===== src/rtl/regfile_array.sv =====
// Register-file storage: NREG x WIDTH flops with one synchronous write port,
// a flattened bus of all registers, and two combinational read ports with optional bypass.
module regfile_array #(
    parameter int WIDTH  = 32,
    parameter int NREG   = 32,
    parameter int SELW   = 5,
    parameter int BYPASS = 1
) (
    input  logic                   clock,
    input  logic                   ctrl_reset,
    input  logic                   ctrl_writeEnable,
    input  logic [SELW-1:0]        ctrl_writeReg,
    input  logic [WIDTH-1:0]       data_writeReg,
    input  logic [SELW-1:0]        ctrl_readRegA,
    input  logic [SELW-1:0]        ctrl_readRegB,
    output logic [WIDTH-1:0]       data_readRegA,
    output logic [WIDTH-1:0]       data_readRegB,
    output logic [NREG*WIDTH-1:0]  reg_bus
);

    localparam bit BYP_EN = (BYPASS != 0);

    // Interface is always ready: one write per cycle, no valid/ready handshake.

    logic [NREG-1:0]            wr_en;
    logic [(NREG-1)*WIDTH-1:0]  store_d;
    logic [(NREG-1)*WIDTH-1:0]  store_q;
    logic [WIDTH-1:0]           reg_view [NREG];
    logic                       bypass_a;
    logic                       bypass_b;

    // One-hot write decode; bit 0 is forced low so register 0 is never written.
    always_comb begin
        wr_en = '0;
        if (ctrl_writeEnable) begin
            wr_en[ctrl_writeReg] = 1'b1;
        end
        wr_en[0] = 1'b0;
    end

    // Storage holds registers 1..NREG-1 only; register k lives at slice k-1.
    always_comb begin
        store_d = store_q;
        for (int k = 1; k < NREG; k++) begin
            if (wr_en[k]) begin
                store_d[(k-1)*WIDTH +: WIDTH] = data_writeReg;
            end
        end
    end

    always_ff @(posedge clock or posedge ctrl_reset) begin
        if (ctrl_reset) begin
            store_q <= '0;
        end else begin
            store_q <= store_d;
        end
    end

    assign reg_bus = {store_q, {WIDTH{1'b0}}};

    for (genvar g = 0; g < NREG; g++) begin : g_view
        assign reg_view[g] = reg_bus[g*WIDTH +: WIDTH];
    end

    assign bypass_a = BYP_EN && ctrl_writeEnable &&
                      (ctrl_writeReg == ctrl_readRegA) && (ctrl_readRegA != '0);
    assign bypass_b = BYP_EN && ctrl_writeEnable &&
                      (ctrl_writeReg == ctrl_readRegB) && (ctrl_readRegB != '0);

    // Reset forces both read ports to zero even when a bypass would apply.
    always_comb begin
        data_readRegA = reg_view[ctrl_readRegA];
        data_readRegB = reg_view[ctrl_readRegB];
        if (bypass_a) begin
            data_readRegA = data_writeReg;
        end
        if (bypass_b) begin
            data_readRegB = data_writeReg;
        end
        if (ctrl_reset) begin
            data_readRegA = '0;
            data_readRegB = '0;
        end
    end

endmodule

===== config.mk =====
export PLATFORM = sky130hd
export DESIGN_NAME = regfile_array
export DESIGN_NICKNAME = d
export VERILOG_FILES = /design/src/rtl/regfile_array.sv
export SDC_FILE = /design/constraint.sdc
export NUM_CORES = 2
export LEC_CHECK = 0
export CAP_MARGIN = 10
export CORE_AREA = 2 2 443 445
export DETAILED_ROUTE_END_ITERATION = 8
export DIE_AREA = 0 0 445 447
export GPL_TIMING_DRIVEN = 1
export HOLD_SLACK_MARGIN = 0.02
export SLEW_MARGIN = 20
export SYNTH_ARGS = -nofsm -noshare
export SYNTH_HDL_FRONTEND = slang
export SYNTH_SLANG_ARGS = --single-unit

===== constraint.sdc =====
create_clock -name clock -period 38.3 [get_ports clock]
set_input_delay 5.745 -clock clock [delete_from_list [all_inputs] [get_ports clock]]
set_output_delay 5.745 -clock clock [all_outputs]
set_load 0.01 [all_outputs]

==> run_results.csv <==
group,metric,value,unit
power,peakVddDrop,0.0430,mV
yosys,synth_most_common_cell,"mux2_2",
floorplan,die_area,0.199,sq mm
cts,numCtsBuffers,117,
timing,hold_viol_final,0,
global_route,grt_pass1_wl,379,mm
floorplan,start_util,0.279,
yosys,synthAdderAreaFrac,0,
yosys,async_flop_share,1.00,
placement,dp_hpwl,200,mm
timing,max_slew_margin,0.111,
finish,layout-drive-gt1-share,0.395,
cts,cts_setup_buffers,0,
placement,portBuffers,1105,
cts,hold_buffers,0,
setup_path,r2r_slack,37.31,ns
finish,design_area,0.0714,sq mm
global_route,grt_pass1_vias,41300,
setup_path,cp_cell_sequence,"buf_8, buf_4, buf_4, buf_4, buf_4, mux4_2, nand2_1, o21ai_0, o211ai_1, nand3_1, clkdlybuf4s50_1",
yosys,synth_compound_area_frac,0.0406,
global_route,grt-busiest-layer,"met2",
setup_path,critPathKind,"in2out",
cts,clock_latency,0.78,ns
yosys,synth_top_family_by_area,"multiplexers",
finish,fillers,18700,
placement,postPlaceCellArea,0.0675,sq mm
finish,largest_reg_flops,992,
yosys,netlist_instances,3750,
setup_path,crit_fanout,58,
global_route,use_met1,0.353,
cts,cts_tree,"built",
cts,cts_resized,0,
hold_path,holdPathStages,1,
power,totalPowerFinal,4020,uW
setup_path,crit_path_frequent_cell,"buf_4",
setup_path,reg2reg_to,"store_q[601]",
power,power_density,56.2,mW/mm^2
cts,path_clk_slew,0.06,ns
global_route,grt_usage,0.275,
floorplan,die_width,445,um
job,maxCapViolations,0,
routing,viasPerCell,5.78,
hold_path,min_to,"store_q[613]",
setup_path,cp_data_required_time,32.55,ns
cts,root_buffer,"clkbuf_16",
global_route,grtUsageMet2,0.411,
routing,wl,281,mm
yosys,yosysTopAreaCell,"dfrtp_1",
yosys,synth.avg_cell_area,14.5,sq um
floorplan,num_rows,162,
routing,dr.first_iter.drc_count,4443,
timing,fin_tns_setup,0,ns
hold_path,hold_path_class,"reg2reg",
routing,ant_nets,0,
global_route,antenna_found_initial,18,
timing,finalSetupViolCount,0,
outcome,status,"complete, no violations",
setup_path,timing.rr.start,"store_q[601]",
setup_path,reg2reg_depth,1,
timing,finalClockSkew,0,ns
yosys,ys_seq_area_frac,0.457,
yosys,synth_mux_area_frac,0.427,
global_route,grt-ovfl-total,0,
timing,fin_crit_sh,0.454,
power,leakagePower,0.0294,uW
yosys,synth_simple_gate_area_frac,0.0303,
yosys,synth-xor-area-share,0.00145,
setup_path,startpoint_type,"input port",
routing,dr_total_vias,42400,
cts,clk_path_buf_depth,3,
timing,grt_setup_unrepaired,"false",
routing,wl_per_cell,38.3,um
timing,fin_crit,17.38,ns
cts,cts_sinks,992,
routing,firstDrtPassIters,6,
global_route,grt_start_max_net_pins,171,
setup_path,end_kind,"output port",
yosys,ys_warn_count,0,
routing,drcViolationCount,0,
timing,worst_slew_pin_slew,1.32,ns
finish,largest-register,"store_q",
finish,reg.largest.list,"store_q: 992 flops",
yosys,ys_types,53,
finish,layout.nets,4741,
timing,fmax,0.0575,GHz
yosys,synth_enable_flop_cells,0,
yosys,synth_area_leaders,"dfrtp_1 (46%), mux2_2 (23%), mux4_2 (17%)",
yosys,syn_area,0.0543,sq mm
yosys,synth_common_cells,"mux2_2 (1106), dfrtp_1 (992), mux4_2 (411), buf_2 (150), clkbuf_1 (146)",
floorplan,die-height,447,um
setup_path,max_stage_delay,0.88,ns
placement,place_congestion,0.917,
setup_path,cp.arrival,11.64,ns
yosys,synth_seq_cells,992,
setup_path,slowest_stage,"o211ai_1",
timing,drv_slew,0,
floorplan,core,0.194,sq mm
hold_path,hold_start,"store_q[613]",
global_route,grtUsageMet3,0.0841,
yosys,yosysTopAreaCellShare,0.457,
cts,htree_levels,3,
finish,syn_to_final_growth,31.6,%
floorplan,ios,1138,
yosys,synthFlopType,"dfrtp_1",
## through the flow
stage / utilization / setup WS [ns] / instances / hold WS [ns]
CTS: 0.368 / 20.88 / 7325 / 0.544
global route: 0.368 / 20.45 / 7331 / 0.573
finish: 0.368 / 20.92 / 7339 / 0.553
floorplan: - / 3.78 / 3781 / 0.560
global placement: 0.348 / 20.89 / 7114 / 0.527
detailed placement: 0.348 / 20.88 / 7114 / 0.530
## worst max path at each step
stage / startpoint / endpoint / slack, ns / cells after the start
after floorplan: ctrl_reset / data_readRegB[0] / 3.78 / 6
after global placement: ctrl_readRegB[0] / data_readRegB[9] / 20.89 / 11
after detailed placement: ctrl_readRegB[0] / data_readRegB[9] / 20.88 / 11
after CTS: ctrl_readRegB[0] / data_readRegB[9] / 20.88 / 11
after global routing: ctrl_readRegB[0] / data_readRegB[9] / 20.45 / 11
final: ctrl_readRegB[0] / data_readRegB[9] / 20.92 / 11
## report_power, final
part	internal (uW)	total (uW)	switching, uW	leakage, uW
logic	722	1330	611	0.0149
clock network	662	1160	496	0.00190
registers	1250	1530	275	0.0127
total	2640	4020	1380	0.0294
## kinds of logic after synthesis
logic type	after synthesis
XOR/XNOR	9
flip-flops	992
AND/OR/NAND/NOR	362
multiplexers	1649
buffers and inverters	436
other	1
AO/OA/AOI/OAI	301
## layout make-up
cell class	count	area (sq um)	area share
antenna	14	35.0	0.000490
inverter	2	15.0	0.000210
sequential	992	24800	0.347
clock buffer	173	3410	0.0477
timing repair buffer	1225	12000	0.168
tap	2542	3180	0.0445
multi-input combinational	2353	27500	0.385
clock inverter	38	467	0.00653
## routing by layer
layer | vias up | share of wire | wire [um]
met5 | - | 0.00022 | 61
met1 | 23100 | 0.39 | 110000
met3 | 543 | 0.098 | 27500
met4 | 8 | 0.065 | 18300
li1 | 16300 | - | -
met2 | 2482 | 0.44 | 125000
## critical path: cells and delay by family
family	cells	cell delay [ns]
AO/OA/AOI/OAI	2	0.98
buffers and inverters	6	3.76
multiplexers	1	0.58
AND/OR/NAND/NOR	2	0.39
## layout by cell type (no fill, tap or decap), drive strengths merged, types with 28 or more instances in the layout
cell type,n
o221ai,28
nor3,30
mux2,1123
o211ai,43
o21ai,33
nor2,136
a22oi,56
mux2i,106
dfrtp,992
conb,32
buf,131
clkdlybuf4s50,1093
a221oi,28
o22ai,68
clkbuf,174
mux4,420
nand2,127
(Power assumes the default switching activity.)
